===== src/rtl/bcd_pkg.sv =====
// Shared definitions for the serial BCD subtractor: FSM encoding and digit constants.
package bcd_pkg;

    // Width of one packed BCD digit.
    localparam int DIGIT_W = 4;

    // Largest legal value of a BCD digit.
    localparam logic [DIGIT_W-1:0] BCD_MAX = 4'd9;

    // Operation sequencing: wait for start, ripple through the digits, present the result.
    typedef enum logic [1:0] {
        ST_IDLE = 2'd0,
        ST_RUN  = 2'd1,
        ST_DONE = 2'd2
    } state_e;

endpackage : bcd_pkg


===== src/rtl/bcd_digit_sub.sv =====
// One-digit BCD subtractor with borrow in/out and an illegal-digit flag.
module bcd_digit_sub
    import bcd_pkg::*;
(
    input  logic [DIGIT_W-1:0] x,
    input  logic [DIGIT_W-1:0] y,
    input  logic               bi,
    output logic [DIGIT_W-1:0] d,
    output logic               bo,
    output logic               bad
);

    // Difference carried in DIGIT_W+1 bits: x - y - bi always lies in
    // -16..15, so the top bit is a true sign and nothing wraps before the
    // +10 correction is applied.
    logic [DIGIT_W:0] t;

    assign t = {1'b0, x} - {1'b0, y} - {{DIGIT_W{1'b0}}, bi};

    // A negative difference borrows from the next digit and is folded back by +10.
    always_comb begin
        bo  = t[DIGIT_W];
        d   = bo ? (t[DIGIT_W-1:0] + 4'd10) : t[DIGIT_W-1:0];
        bad = (x > BCD_MAX) || (y > BCD_MAX);
    end

endmodule : bcd_digit_sub


===== src/rtl/bcd_sub_serial.sv =====
// Digit-serial packed-BCD subtractor: one digit per clock, least-significant first.
module bcd_sub_serial
    import bcd_pkg::*;
#(
    parameter int DIGITS = 4
)
(
    input  logic                      clk,
    input  logic                      rst,
    input  logic                      start,
    input  logic [DIGIT_W*DIGITS-1:0] a,
    input  logic [DIGIT_W*DIGITS-1:0] b,
    input  logic                      bin,
    output logic [DIGIT_W*DIGITS-1:0] diff,
    output logic                      bout,
    output logic                      invalid,
    output logic                      busy,
    output logic                      done
);

    localparam int W     = DIGIT_W * DIGITS;
    localparam int IDX_W = (DIGITS > 1) ? $clog2(DIGITS) : 1;
    localparam logic [IDX_W-1:0] LAST_IDX = IDX_W'(DIGITS - 1);

    // Control state
    state_e           state_q, state_d;
    logic [IDX_W-1:0] idx_q, idx_d;
    logic             borrow_q, borrow_d;
    logic             bad_q, bad_d;

    // Captured operands and the result being assembled digit by digit
    logic [W-1:0]     a_q, a_d;
    logic [W-1:0]     b_q, b_d;
    logic [W-1:0]     res_q, res_d;

    // Registered outputs
    logic [W-1:0]     diff_q, diff_d;
    logic             bout_q, bout_d;
    logic             invalid_q, invalid_d;
    logic             busy_q, busy_d;
    logic             done_q, done_d;

    // Current digit slice fed to the shared digit subtractor
    logic [DIGIT_W-1:0] dig_x, dig_y, dig_d;
    logic               dig_bo, dig_bad;

    assign dig_x = a_q[int'(idx_q)*DIGIT_W +: DIGIT_W];
    assign dig_y = b_q[int'(idx_q)*DIGIT_W +: DIGIT_W];

    bcd_digit_sub u_digit (
        .x   (dig_x),
        .y   (dig_y),
        .bi  (borrow_q),
        .d   (dig_d),
        .bo  (dig_bo),
        .bad (dig_bad)
    );

    // Next-state and next-output decode for the IDLE/RUN/DONE sequence.
    always_comb begin
        // NOTE: every variable gets its hold value first so no path through
        // the case statement can leave one unassigned and infer a latch.
        state_d   = state_q;
        idx_d     = idx_q;
        borrow_d  = borrow_q;
        bad_d     = bad_q;
        a_d       = a_q;
        b_d       = b_q;
        res_d     = res_q;
        diff_d    = diff_q;
        bout_d    = bout_q;
        invalid_d = invalid_q;
        busy_d    = busy_q;
        done_d    = 1'b0;

        case (state_q)
            ST_IDLE: begin
                if (start) begin
                    a_d      = a;
                    b_d      = b;
                    borrow_d = bin;
                    bad_d    = 1'b0;
                    idx_d    = '0;
                    busy_d   = 1'b1;
                    state_d  = ST_RUN;
                end
            end

            ST_RUN: begin
                // diff stays frozen; the digit lands in the private result register.
                res_d[int'(idx_q)*DIGIT_W +: DIGIT_W] = dig_d;
                borrow_d = dig_bo;
                bad_d    = bad_q | dig_bad;
                idx_d    = idx_q + IDX_W'(1);
                if (idx_q == LAST_IDX) begin
                    // An illegal digit anywhere poisons the whole result.
                    invalid_d = bad_d;
                    diff_d    = bad_d ? '0   : res_d;
                    bout_d    = bad_d ? 1'b0 : dig_bo;
                    done_d    = 1'b1;
                    state_d   = ST_DONE;
                end
            end

            ST_DONE: begin
                busy_d  = 1'b0;
                state_d = ST_IDLE;
            end

            default: begin
                busy_d  = 1'b0;
                state_d = ST_IDLE;
            end
        endcase
    end

    // Control and output registers; reset aborts any operation and wins over start.
    always_ff @(posedge clk) begin
        // NOTE: sequential state uses non-blocking assignment so every flop
        // samples the values from before this edge, independent of ordering.
        if (rst) begin
            state_q   <= ST_IDLE;
            idx_q     <= '0;
            borrow_q  <= 1'b0;
            bad_q     <= 1'b0;
            diff_q    <= '0;
            bout_q    <= 1'b0;
            invalid_q <= 1'b0;
            busy_q    <= 1'b0;
            done_q    <= 1'b0;
        end else begin
            state_q   <= state_d;
            idx_q     <= idx_d;
            borrow_q  <= borrow_d;
            bad_q     <= bad_d;
            diff_q    <= diff_d;
            bout_q    <= bout_d;
            invalid_q <= invalid_d;
            busy_q    <= busy_d;
            done_q    <= done_d;
        end
    end

    // Operand and scratch-result registers.
    always_ff @(posedge clk) begin
        // NOTE: these are deliberately left out of reset: they are always
        // rewritten by an accepted start before anything reads them, so a
        // reset would only add fan-out on the wide datapath.
        a_q   <= a_d;
        b_q   <= b_d;
        res_q <= res_d;
    end

    assign diff    = diff_q;
    assign bout    = bout_q;
    assign invalid = invalid_q;
    assign busy    = busy_q;
    assign done    = done_q;

endmodule : bcd_sub_serial

===== config.mk =====
export PLATFORM = sky130hd
export DESIGN_NAME = bcd_sub_serial
export DESIGN_NICKNAME = d
export VERILOG_FILES = /design/src/rtl/bcd_pkg.sv /design/src/rtl/bcd_digit_sub.sv /design/src/rtl/bcd_sub_serial.sv
export SDC_FILE = /design/constraint.sdc
export NUM_CORES = 1
export LEC_CHECK = 0
export BUFFER_PORTS_ARGS = -buffer_cell sky130_fd_sc_hd__clkbuf_2
export CAP_MARGIN = 40
export CORE_MARGIN = 3
export CORE_UTILIZATION = 38
export CTS_CLUSTER_SIZE = 10
export DETAILED_ROUTE_END_ITERATION = 7
export GPL_ROUTABILITY_DRIVEN = 0
export PLACE_DENSITY = 0.59
export SLEW_MARGIN = 20
export SYNTH_ARGS = -nofsm -noshare
export SYNTH_HDL_FRONTEND = slang
export SYNTH_SLANG_ARGS = --single-unit
export TNS_END_PERCENT = 20

===== constraint.sdc =====
create_clock -name clk -period 5.4 [get_ports clk]
set_input_delay 0.27 -clock clk [delete_from_list [all_inputs] [get_ports clk]]
set_output_delay 0.27 -clock clk [all_outputs]
set_load 0.03 [all_outputs]

# Word-level counts from Yosys, hierarchy flattened
# Index checks and enable logic that the tools add are counted.
dict set report word_totals {
  register_bits 74
  latch_bits 0
  ram_bits 0
  rom_bits 0
  wordCells 54
  n_memories 0
}
dict set report op_classes {
  n_addsub 5
  n_mul 0
  div 0
  magnitude_cmp 2
  eq_ne 4
  n_shift 4
  muxes 16
  bitwise 2
  reduce_logical 9
}
# operator count
set op_table {}
lappend op_table {{4-bit negator with 33-bit output} 1}
lappend op_table {{4-bit by 33-bit variable shift with 16-bit output, first input constant} 1}
lappend op_table {{4-bit by 33-bit variable part select with 16-bit output} 1}
lappend op_table {{16-bit by 5-bit variable part select with 4-bit output} 2}
lappend op_table {{16-bit bitwise mux} 1}
lappend op_table {{16-bit 2-to-1 mux} 1}
lappend op_table {{2-bit AND reduction} 5}
lappend op_table {{4-bit > comparator, second input constant} 2}
lappend op_table {{2-bit one-hot mux with 2 select lines} 2}
lappend op_table {{2-bit 2-to-1 mux} 3}
lappend op_table {{1-bit one-hot mux with 2 select lines} 3}
lappend op_table {{1-bit 2-to-1 mux} 5}
lappend op_table {{4-bit by 4-bit subtractor with 5-bit output} 1}
lappend op_table {{5-bit by 1-bit subtractor with 5-bit output} 1}
lappend op_table {{4-bit adder, second input constant} 1}
lappend op_table {{4-bit 2-to-1 mux} 1}
lappend op_table {{2-bit != test, second input constant} 2}
lappend op_table {{2-bit by 1-bit adder with 2-bit output, second input constant} 1}
lappend op_table {{2-bit by 1-bit equality test with 1-bit output, second input constant} 1}
lappend op_table {{2-bit equality test, second input constant} 1}
lappend op_table {{2-bit logical NOT} 1}
lappend op_table {{2-bit nonzero test} 1}
lappend op_table {{2-bit OR reduction} 1}
lappend op_table {{1-bit logical OR} 1}
lappend op_table {{other kinds (2)} 2}

# Longest topological paths before layout
# Gate-level depths: netlist of run 1.
dict set report logic_depth {
  word_depth 8
  depth_mapped 14
}

# Hierarchy
# A second synthesis of run 1 with hierarchy kept.
dict set report hier_totals {
  cells_unflattened 244
  hier_area_um2 3273.1
}
# mod instances cells_per_inst area_each_um2
set by_module_without_submodules {}
lappend by_module_without_submodules {bcd_sub_serial 1 209 2985.4}
lappend by_module_without_submodules {bcd_digit_sub 1 35 287.8}

# Worst setup path before layout of run 1
# Ideal clock, no wire load.
dict set report synth_path {
  path_type {register -> register}
  startpoint {register idx_q[0]}
  endpoint {register res_q[11] (data pin)}
  setup_ps 267
  arrival_time_ps 3189
  required_ps 5133
  slack_ps 1944
  stages_incl_launch_ff 15
  cell_sequence {dfxtp_1 -> buf_6 -> buf_6 -> mux4_2 -> inv_1 -> fa_1 -> inv_1 -> fa_1 -> xnor2_1 -> ha_1 -> or3_1 -> a21o_1 -> and4_1 -> o21ai_1 -> o21ai_0}
}
dict set report synth_between {
  elab_chain_len 7
  word_cells_on_any_way 10
  cone_classes {4 x add/sub; 4 x shift; 2 x mux}
}
# element line
set synth_lines {}
lappend synth_lines {{start: declaration} bcd_sub_serial.sv:27} ;# logic [IDX_W-1:0] idx_q, idx_d;
lappend synth_lines {{start signal: assignment} bcd_sub_serial.sv:133} ;# idx_q <= idx_d;
lappend synth_lines {{16-bit by 5-bit variable part select with 4-bit output (on tied branches)} {bcd_sub_serial.sv:47, bcd_sub_serial.sv:48}}
lappend synth_lines {{4-bit by 4-bit subtractor with 5-bit output} bcd_digit_sub.sv:18} ;# assign t = {1'b0, x} - {1'b0, y} - {{DIGIT_W{1'b0}}, bi};
lappend synth_lines {{5-bit by 1-bit subtractor with 5-bit output} bcd_digit_sub.sv:18}
lappend synth_lines {{4-bit adder} bcd_digit_sub.sv:23} ;# d = bo ? (t[DIGIT_W-1:0] + 4'd10) : t[DIGIT_W-1:0];
lappend synth_lines {{4-bit 2-to-1 mux} bcd_digit_sub.sv:23}
lappend synth_lines {{4-bit by 33-bit variable part select with 16-bit output} bcd_sub_serial.sv:91} ;# res_d[int'(idx_q)*DIGIT_W +: DIGIT_W] = dig_d;
lappend synth_lines {{16-bit bitwise mux *} bcd_sub_serial.sv:91}
lappend synth_lines {{end signal: assignment} bcd_sub_serial.sv:151} ;# res_q <= res_d;
lappend synth_lines {{end: declaration} bcd_sub_serial.sv:34} ;# logic [W-1:0] res_q, res_d;
# Every way passes the cells marked *; elsewhere a longest branch is shown, timed or not.
# A chain may end at the register's enable or synchronous reset.

# Final worst setup path of run 1
dict set report layout_path {
  startpoint {register idx_q[0]}
  endpoint {register res_q[3] (data pin)}
}
# Same word-level chain as after synthesis.

==> out/metrics.cfg, run 1 <==
[detailed_routing]
ant_nets = 0
drtIter0Drc = 53
wire_per_inst_um = 14.3
viasPerCell = 5.00
drt_wl_total_mm = 6.27
drcViolationCount = 0
vias = 2187
drtPass1Iterations = 4

[global_route]
met1_usage_pct = 17.7
met3_usage_pct = 4.28
antenna_found_initial = 0
grt_use_total_pct = 13.8
top_usage_layer = met2
grt_max_degree = 23
overflow = 0
grt_pass1_wl_mm = 10.7
grt_pass1_vias = 2237
use_met2_pct = 22.3

[timing]
setup_slack_ps = 1810
fin_crit_sh_pct = 66.5
post-route-min-period_ps = 3590
max_freq_ghz = 0.278
fin_skew_ps = 8.50
slew_viol_final = 0
fin_tns_setup_ps = 0
tightest_slew_ps = 639
rsz0062_at_grt = false
finalHoldViolations = 0
timing.slew.headroom_pct = 57.4
setup_viol_count_final = 0

[cts]
cts_buffer_depth = 2
postCtsSetupBuffers = 0
cts.sinks = 74
hold_buffers = 0
cts_tree = built
cts_buffers = 9
path_clk_slew_ps = 80
cts-resized-gates = 0
cts_root_buf = clkbuf_8
worst_skew_pair.late_latency_ps = 350
htree_levels = 3

[worst_setup_path]
r2r-end = res_q[3]
reg2reg_slack_ps = 1810
timing.rr.start = idx_q[0]
end_kind = register
critPathMaxStageDelay_ps = 580
cp.required_ps = 5490
worstPathArrival_ps = 3680
critPathLaunchType = register
crit_fanout = 7
reg2reg_depth = 12
crit_start = idx_q[0]
crit_type = register to register
critPathSlowestCell = dfxtp_1
path_cells = mux4_2 -> inv_1 -> fa_1 -> inv_1 -> fa_1 -> xnor2_1 -> ha_1 -> or3_1 -> a21o_1 -> and4_1 -> o21ai_1 -> o21ai_0
endpoint = res_q[3]

[synth]
synthArstFlopShare_pct = 0
yosys-top-cells-area = edfxtp_1, dfxtp_1, mux4_2
syn_area_mm2 = 0.00331
synth_seq_cells = 74
synthCells = 265
synth_most_common_cell = edfxtp_1
synth_nets = 314
synth_top_area_share_pct = 43.5
synth.distinct_cells = 47
synthTopCellsByCount = edfxtp_1, inv_1, dfxtp_1, nand2_1, o21ai_1
synthFlopType = edfxtp_1
yosys_warnings = 0
yosysSeqAreaShare_pct = 59.3
synth_top_area_cell = edfxtp_1
synth_edf_count = 48
avgSynthCellArea_um2 = 12.5

[layout]
synthToLayoutAreaGrowth_pct = 19.0
multi_input_area_mm2 = 0.00115
design_area_mm2 = 0.00394
drive_gt1_share_pct = 28.3
fillers = 787
ff_latch_area_mm2 = 0.00196
n_antenna_cell = 0
nets = 376

[power]
power.density_mw_per_mm2 = 347
peakVddDrop_v = 0.000234
p_leak_nw = 1.61

[worst_hold_path]
hp-class = input port to register
min-delay-start = a[15]

[floorplanning]
die_x_um = 99.3
ios = 56
fp-row-count = 33
dieHeight_um = 99.3
start_util_pct = 39.7
core_mm2 = 0.00834
die_area_mm2 = 0.00987

[place]
post-place-ws_ps = 1800
numPortBuffers = 55
placed_area_mm2 = 0.00372
hpwl_mm = 4.71

[outcome]
outcome = completed

[run]
maxCapViolCount = 0

logic make-up after synthesis:
kind of cell | count (synthesis) | synth area share (%)
xor gates and xnor gates | 3 | 1.21
adders and majority gates | 13 | 5.37
muxes | 10 | 6.05
buffers and inverters | 45 | 5.86
DFF | 74 | 59.3
and+or+nand+nor | 51 | 8.01
AOI/OAI and AO/OA | 69 | 14.2
critical path, delay by kind of cell (launching register included):
family	cells	cell delay, ps
adders and majority gates	3	900
DFF	1	580
muxes	1	550
and+or+nand+nor	2	500
AOI/OAI and AO/OA	3	500
xor gates and xnor gates	1	170
buffers and inverters	2	140
cell type report:
type | count | share of cell area (%)
Sequential cell | 74 | 49.8
Clock buffer | 9 | 3.14
Multi-Input combinational cell | 146 | 29.3
Tap cell | 105 | 3.33
Timing Repair Buffer | 60 | 8.45
Inverter | 36 | 3.43
Clock inverter | 7 | 2.54
stage by stage:
| stage | cells | hold WS, ps | utilization (%) | power, mW |
|---|---|---|---|---|
| after floorplan | 265 | 369 | - | 0.840 |
| after global placement | 420 | 439 | 44.2 | 0.897 |
| after detailed placement | 421 | 446 | 44.6 | 0.906 |
| after CTS | 437 | 69.2 | 47.2 | 1.39 |
| after global routing | 437 | 73.2 | 47.2 | 1.44 |
| final | 437 | 91.9 | 47.2 | 1.37 |
worst min path at each step:
stage	to	slack, ps	depth (start not counted)
final	a_q[15]	90	1
after global routing	b_q[7]	70	1
after CTS	a_q[15]	70	1
after detailed placement	bout	450	2
after global placement	diff[13]	440	2
after floorplan	a_q[0]	370	0
layout by cell type (no fill, tap or decap), drive strengths merged, types with 2 or more instances in the layout:
cell type and count:
a21oi 13, a22o 8, a22oi 4, a2bb2oi 4, and3 3, and4 2
buf 5, bufinv 2, clkbuf 64, clkinv 3, dfxtp 26, edfxtp 48
fa 2, ha 11, inv 38, mux2i 2, mux4 8, nand2 21
nand2b 2, nand3 4, nand4 2, nor2 6, nor2b 3, o21a 4
o21ai 22, o221ai 2, o22ai 4, or2 2, or3 2, xnor2 2
routing by layer:
metal,wire (um),part of all wire [%]
met1,2750,44
met2,3070,49
met3,365,5.8
met4,86,1.4
met5,0,0
sequential cells by signal (all words and copies together), names as in the netlist, 2 cells and up:
| register | cells |
|---|---|
| a_q | 16 |
| b_q | 16 |
| diff | 16 |
| idx_q | 2 |
| res_q | 16 |
| state_q | 2 |
power breakdown:
| part | total [mW] | internal [mW] | leakage [nW] | switching (mW) |
|---|---|---|---|---|
| Combinational | 0.239 | 0.104 | 0.824 | 0.136 |
| Sequential | 0.652 | 0.641 | 0.669 | 0.0106 |
| Clock | 0.476 | 0.264 | 0.114 | 0.212 |
| Total | 1.37 | 1.01 | 1.61 | 0.359 |
(Power assumes the default switching activity.)
==> run 2, diff against run 1 <==
--- a/config.mk
+++ b/config.mk
@@ -12,7 +12,7 @@
 export CTS_CLUSTER_SIZE = 10
 export DETAILED_ROUTE_END_ITERATION = 7
 export GPL_ROUTABILITY_DRIVEN = 0
-export PLACE_DENSITY = 0.59
+export PLACE_DENSITY = 0.61
 export SLEW_MARGIN = 20
 export SYNTH_ARGS = -nofsm -noshare
 export SYNTH_HDL_FRONTEND = slang
==> constraint.sdc (replaced) <==
create_clock -name clk -period 3.1 [get_ports clk]
set_input_delay 0.155 -clock clk [delete_from_list [all_inputs] [get_ports clk]]
set_output_delay 0.155 -clock clk [all_outputs]
set_load 0.03 [all_outputs]
==> out/metrics.cfg, run 2 (synthesized netlist as in run 1, its figures left out) <==
[outcome]
outcome = finished, violations left
failed_checks = negative setup slack

[detailed_routing]
ant_nets = 0  ; unchanged
drtIter0Drc = 85  ; +60%
drt_wl_total_mm = 6.92  ; +10%
drcViolationCount = 0  ; unchanged
vias = 2323  ; +6.2%
drtPass1Iterations = 4  ; unchanged
wire_per_inst_um = 14.5  ; +1.3%
viasPerCell = 4.88  ; -2.5%

[worst_setup_path]
end_kind = register
crit_fanout = 4  ; -3
critPathLaunchType = register
cp.required_ps = 3200  ; -2290 ps
reg2reg_slack_ps = -20  ; -1830 ps
worstPathArrival_ps = 3220  ; -460 ps
crit_type = register to register

[floorplanning]
start_util_pct = 39.7  ; unchanged
dieHeight_um = 99.3  ; unchanged
die_area_mm2 = 0.00987  ; unchanged
die_x_um = 99.3  ; unchanged
fp-row-count = 33  ; unchanged
core_mm2 = 0.00834  ; unchanged
ios = 56  ; unchanged

[timing]
max_freq_ghz = 0.320  ; +15%
setup_slack_ps = -23.5  ; -1830 ps
tightest_slew_ps = 466  ; -172 ps
finalHoldViolations = 0  ; unchanged
fin_skew_ps = 11.0  ; +2.48 ps
setup_viol_count_final = 4  ; +4
fin_crit_sh_pct = 101  ; +34 points
timing.slew.headroom_pct = 68.9  ; +12 points
post-route-min-period_ps = 3120  ; -467 ps
slew_viol_final = 0  ; unchanged
rsz0062_at_grt = true

[global_route]
grt_max_degree = 33  ; +43%
grt_use_total_pct = 15.2  ; +1.4 points
grt_pass1_vias = 2391  ; +6.9%
use_met2_pct = 24.9  ; +2.6 points
antenna_found_initial = 0  ; unchanged
top_usage_layer = met2
grt_pass1_wl_mm = 11.6  ; +8.2%
met1_usage_pct = 18.9  ; +1.2 points
met3_usage_pct = 4.49  ; +0.21 points
overflow = 0  ; unchanged

[layout]
final_common_cell = clkbuf_2
design_area_mm2 = 0.00443  ; +12%
synthToLayoutAreaGrowth_pct = 33.8
drive_gt1_share_pct = 31.8  ; +3.5 points
ff_latch_area_mm2 = 0.00197  ; +0.19%
layout_common_cells = clkbuf_2, edfxtp_1, dlygate4sd3_1
fillers = 729  ; -7.4%
stdcell_count = 476  ; +8.9%
n_antenna_cell = 0  ; unchanged
multi_input_area_mm2 = 0.00127  ; +9.6%
nets = 415  ; +10%

[cts]
path_clk_slew_ps = 70  ; about the same
cts_buffers = 9  ; unchanged
cts_buffer_depth = 2  ; unchanged
cts_tree = built
htree_levels = 3  ; unchanged
cts_root_buf = clkbuf_8
cts.sinks = 74  ; unchanged
worst_skew_pair.late_latency_ps = 350  ; about the same

[power]
peakVddDrop_v = 0.000295  ; +26%
p_leak_nw = 1.79  ; +11%
power.density_mw_per_mm2 = 585  ; +68%

[worst_hold_path]
hp-class = input port to register

[place]
numPortBuffers = 55  ; unchanged
hpwl_mm = 4.70  ; -0.16%
placed_area_mm2 = 0.00382  ; +2.8%
dp.cells = 427  ; +1.4%

[run]
maxCapViolCount = 0  ; unchanged

## run 2: worst max-delay path, cell delays in order, from the launching register on
cell	delay, ps
dfxtp_4	380
mux4_2	510
inv_2	70
fa_2	200
inv_2	40
fa_2	530
inv_2	50
ha_4	150
or3_1	310
a21o_1	200
and4_4	190
o21ai_4	160
o21ai_1	80
## run 2: final cells by class
class / count / share of cell area (%)
repair buffers: 99 / 15.8
inverters: 36 / 3.05
clock buffers: 10 / 2.88
clock inverters: 6 / 2.40
multi-input cells: 146 / 28.6
well taps: 105 / 2.97
flip-flops and latches: 74 / 44.4
## run 2: per-layer routing
metal	vias up	routed length, um
met5	-	0
met4	0	136
met3	12	318
met2	60	3390
met1	1083	3070
li1	1168	-
## run 2: worst paths after layout
check | startpoint | end | depth (start not counted)
setup / recovery | idx_q[0] | res_q[7] | 12
hold / removal | rst | state_q[0] | 2
setup reg to reg | idx_q[0] | res_q[7] | 12
hold reg to reg | diff[5] | diff[5] | 2
## run 2: timing repair
action / CTS / global route
pin swaps: 4 / 3
endpoints found under the setup margin: 9 / 20
hold buffers: 32 / 0
buffers inserted: 1 / 0
cloned: 0 / 0
gates resized for setup: 4 / 6
endpoints found under the hold margin: 32 / 0
## run 2: power by group
group,internal (mW),total [mW],switching [mW],leakage [nW]
Combinational,0.269,0.572,0.303,1.00
Clock,0.531,0.884,0.354,0.114
Sequential,1.12,1.13,0.0170,0.669
## run 2: through the flow
| stage | hold WS, ps | power (mW) | worst slack [ps] | util [%] | setup TNS (ps) |
|---|---|---|---|---|---|
| after floorplan | 254 | 1.51 | -135 | - | -1570 |
| after global placement | 331 | 1.64 | 17.3 | 45.8 | 0 |
| after detailed placement | 334 | 1.65 | -40.0 | 45.8 | -171 |
| after CTS | 97.8 | 2.59 | -9.83 | 52.8 | -30.6 |
| after global routing | 124 | 2.72 | -153 | 53.1 | -1300 |
| final | 115 | 2.59 | -23.5 | 53.1 | -74.1 |
==> run 3, diff against run 2 <==
--- a/config.mk
+++ b/config.mk
@@ -13,6 +13,7 @@
 export DETAILED_ROUTE_END_ITERATION = 7
 export GPL_ROUTABILITY_DRIVEN = 0
 export PLACE_DENSITY = 0.61
+export SETUP_SLACK_MARGIN = 0.4
 export SLEW_MARGIN = 20
 export SYNTH_ARGS = -nofsm -noshare
 export SYNTH_HDL_FRONTEND = slang
==> out/metrics.cfg, run 3 (synthesized netlist as in run 1, its figures left out) <==
[floorplanning]
core_mm2 = 0.00834  ; unchanged
fp-row-count = 33  ; unchanged
die_area_mm2 = 0.00987  ; unchanged
start_util_pct = 39.7  ; unchanged
die_x_um = 99.3  ; unchanged
ios = 56  ; unchanged
dieHeight_um = 99.3  ; unchanged

[worst_hold_path]
whs_endpoint = busy
holdPathStages = 2  ; unchanged
hp-class = input port to register
min-delay-start = rst

[worst_setup_path]
cp.required_ps = 3200  ; about the same
reg2reg_slack_ps = 3  ; +30 ps
reg2reg_depth = 12  ; unchanged
timing.rr.start = idx_q[0]
end_kind = register
critPathLaunchType = register
crit_fanout = 4  ; unchanged
worstPathArrival_ps = 3190  ; -30 ps
r2r-end = res_q[11]
crit_start = idx_q[0]
crit_type = register to register

[detailed_routing]
drt_wl_total_mm = 6.91  ; -0.10%
viasPerCell = 4.90  ; +0.42%
ant_nets = 0  ; unchanged
drtIter0Drc = 100  ; +18%
drtPass1Iterations = 4  ; unchanged
drcViolationCount = 0  ; unchanged
vias = 2323  ; unchanged
wire_per_inst_um = 14.6  ; +0.32%

[layout]
synthToLayoutAreaGrowth_pct = 32.5
n_antenna_cell = 0  ; unchanged
layout_common_cells = clkbuf_2, edfxtp_1, dlygate4sd3_1
nets = 413  ; -0.48%
drive_gt1_share_pct = 32.0  ; +0.17 points
final_common_cell = clkbuf_2

[power]
peakVddDrop_v = 0.000268  ; -9.1%
p_leak_nw = 1.78  ; -0.63%
clock_power_share_pct = 32.2  ; -1.9 points
switchingPower_mw = 0.674  ; about the same
p_int_mw = 1.81  ; -5.6%
swShare_pct = 27.1  ; +1.1 points
power.density_mw_per_mm2 = 566  ; -3.2%
combPwrFrac_pct = 22.1  ; about the same
seqPwrFrac_pct = 45.7  ; +1.9 points

[timing]
slew_viol_final = 0  ; unchanged
finalHoldViolations = 0  ; unchanged
timing.slew.headroom_pct = 67.1  ; -1.8 points
setup_slack_ps = 2.81  ; +26.3 ps
hold_ws_ps = 109  ; -6.34 ps
max_freq_ghz = 0.323  ; +0.85%
fin_crit_sh_pct = 99.9  ; -0.85 points
tightest_slew_ps = 493  ; +27.0 ps
rsz0062_at_grt = true
fin_tns_setup_ps = 0  ; +74.1 ps
setup_viol_count_final = 0  ; -4
fin_skew_ps = 9.06  ; -1.92 ps
post-route-min-period_ps = 3100  ; -26.3 ps

[cts]
cts_root_buf = clkbuf_8
worst_skew_pair.late_latency_ps = 350  ; about the same
cts.sinks = 74  ; unchanged
cts_buffer_depth = 2  ; unchanged
cts_tree = built
postCtsSetupBuffers = 0  ; -1
path_clk_slew_ps = 80  ; about the same
cts_buffers = 9  ; unchanged
htree_levels = 3  ; unchanged

[global_route]
overflow = 0  ; unchanged
antenna_found_initial = 0  ; unchanged
grt_use_total_pct = 14.8  ; -0.40 points
grt_pass1_wl_mm = 11.4  ; -1.6%
grt_pass1_vias = 2392  ; +0.042%
grt_max_degree = 33  ; unchanged

[place]
numPortBuffers = 55  ; unchanged
post-place-ws_ps = -44.5  ; -4.45 ps
hpwl_mm = 4.59  ; -2.4%

[outcome]
outcome = completed

[run]
maxCapViolCount = 0  ; unchanged

[run 3: changes by cell type in the layout (fill, tap and decap cells not counted), moves of 2 or more]
cell       delta
buf_4         -2
bufinv_16     -3
clkbuf_16     +2
clkbuf_8      +2
[run 3: what timing repair did]
action	CTS	global route
endpoints found under the setup margin	24	25
endpoints found under the hold margin	32	0
resized for setup	5	3
pin swaps	2	1
hold buffers	32	0
[run 3: cell type report]
type | count | area, um2
Sequential cell | 74 | 1970
Fill cell | 710 | 3950
Multi-Input combinational cell | 146 | 1250
Timing Repair Buffer | 97 | 683
Clock buffer | 14 | 205
Inverter | 36 | 135
Tap cell | 105 | 131
Clock inverter | 2 | 13.8
[run 3: power groups by stage]
stage	Clock (mW)	Combinational [mW]	Sequential [mW]
2_1_floorplan	0	0.357	1.15
3_3_place_gp	0	0.478	1.16
3_5_place_dp	0	0.481	1.16
4_1_cts	0.817	0.535	1.14
5_1_grt	0.852	0.605	1.14
6_report	0.799	0.549	1.14
[run 3: worst max path at each step]
stage	slack [ps]	to	cells after the start
6_report	3	res_q[11]	12
5_1_grt	-160	res_q[7]	12
4_1_cts	2	res_q[7]	12
3_5_place_dp	-40	res_q[3]	12
3_3_place_gp	20	res_q[11]	12
2_1_floorplan	-140	res_q[11]	14
[run 3: through the flow]
step,area [um2],cells,util [%],power [mW]
3_5_place_dp,3810,426,45.7,1.64
4_1_cts,4370,474,52.4,2.49
2_1_floorplan,3380,265,-,1.51
6_report,4390,474,52.6,2.48
3_3_place_gp,3810,426,45.7,1.63
5_1_grt,4390,474,52.6,2.60
[run 3: metal layers]
metal  part of all wire [%]  GRT usage, %  vias up
li1                       -             -     1165
met1                     44          18.4     1094
met4                    1.5          5.04        0
met5                      0             0        -
met2                     50          25.3       52
met3                    4.2          3.58       12
[run 3: worst max-delay path, stage by stage, from the launching register on]
cell and delay [ps]:
dfxtp_4 390, mux4_2 510, inv_2 70, fa_2 200
inv_2 40, fa_2 530, inv_2 50, ha_4 150
or3_1 310, a21o_1 190, and4_4 180, o21ai_2 160
o21ai_1 80
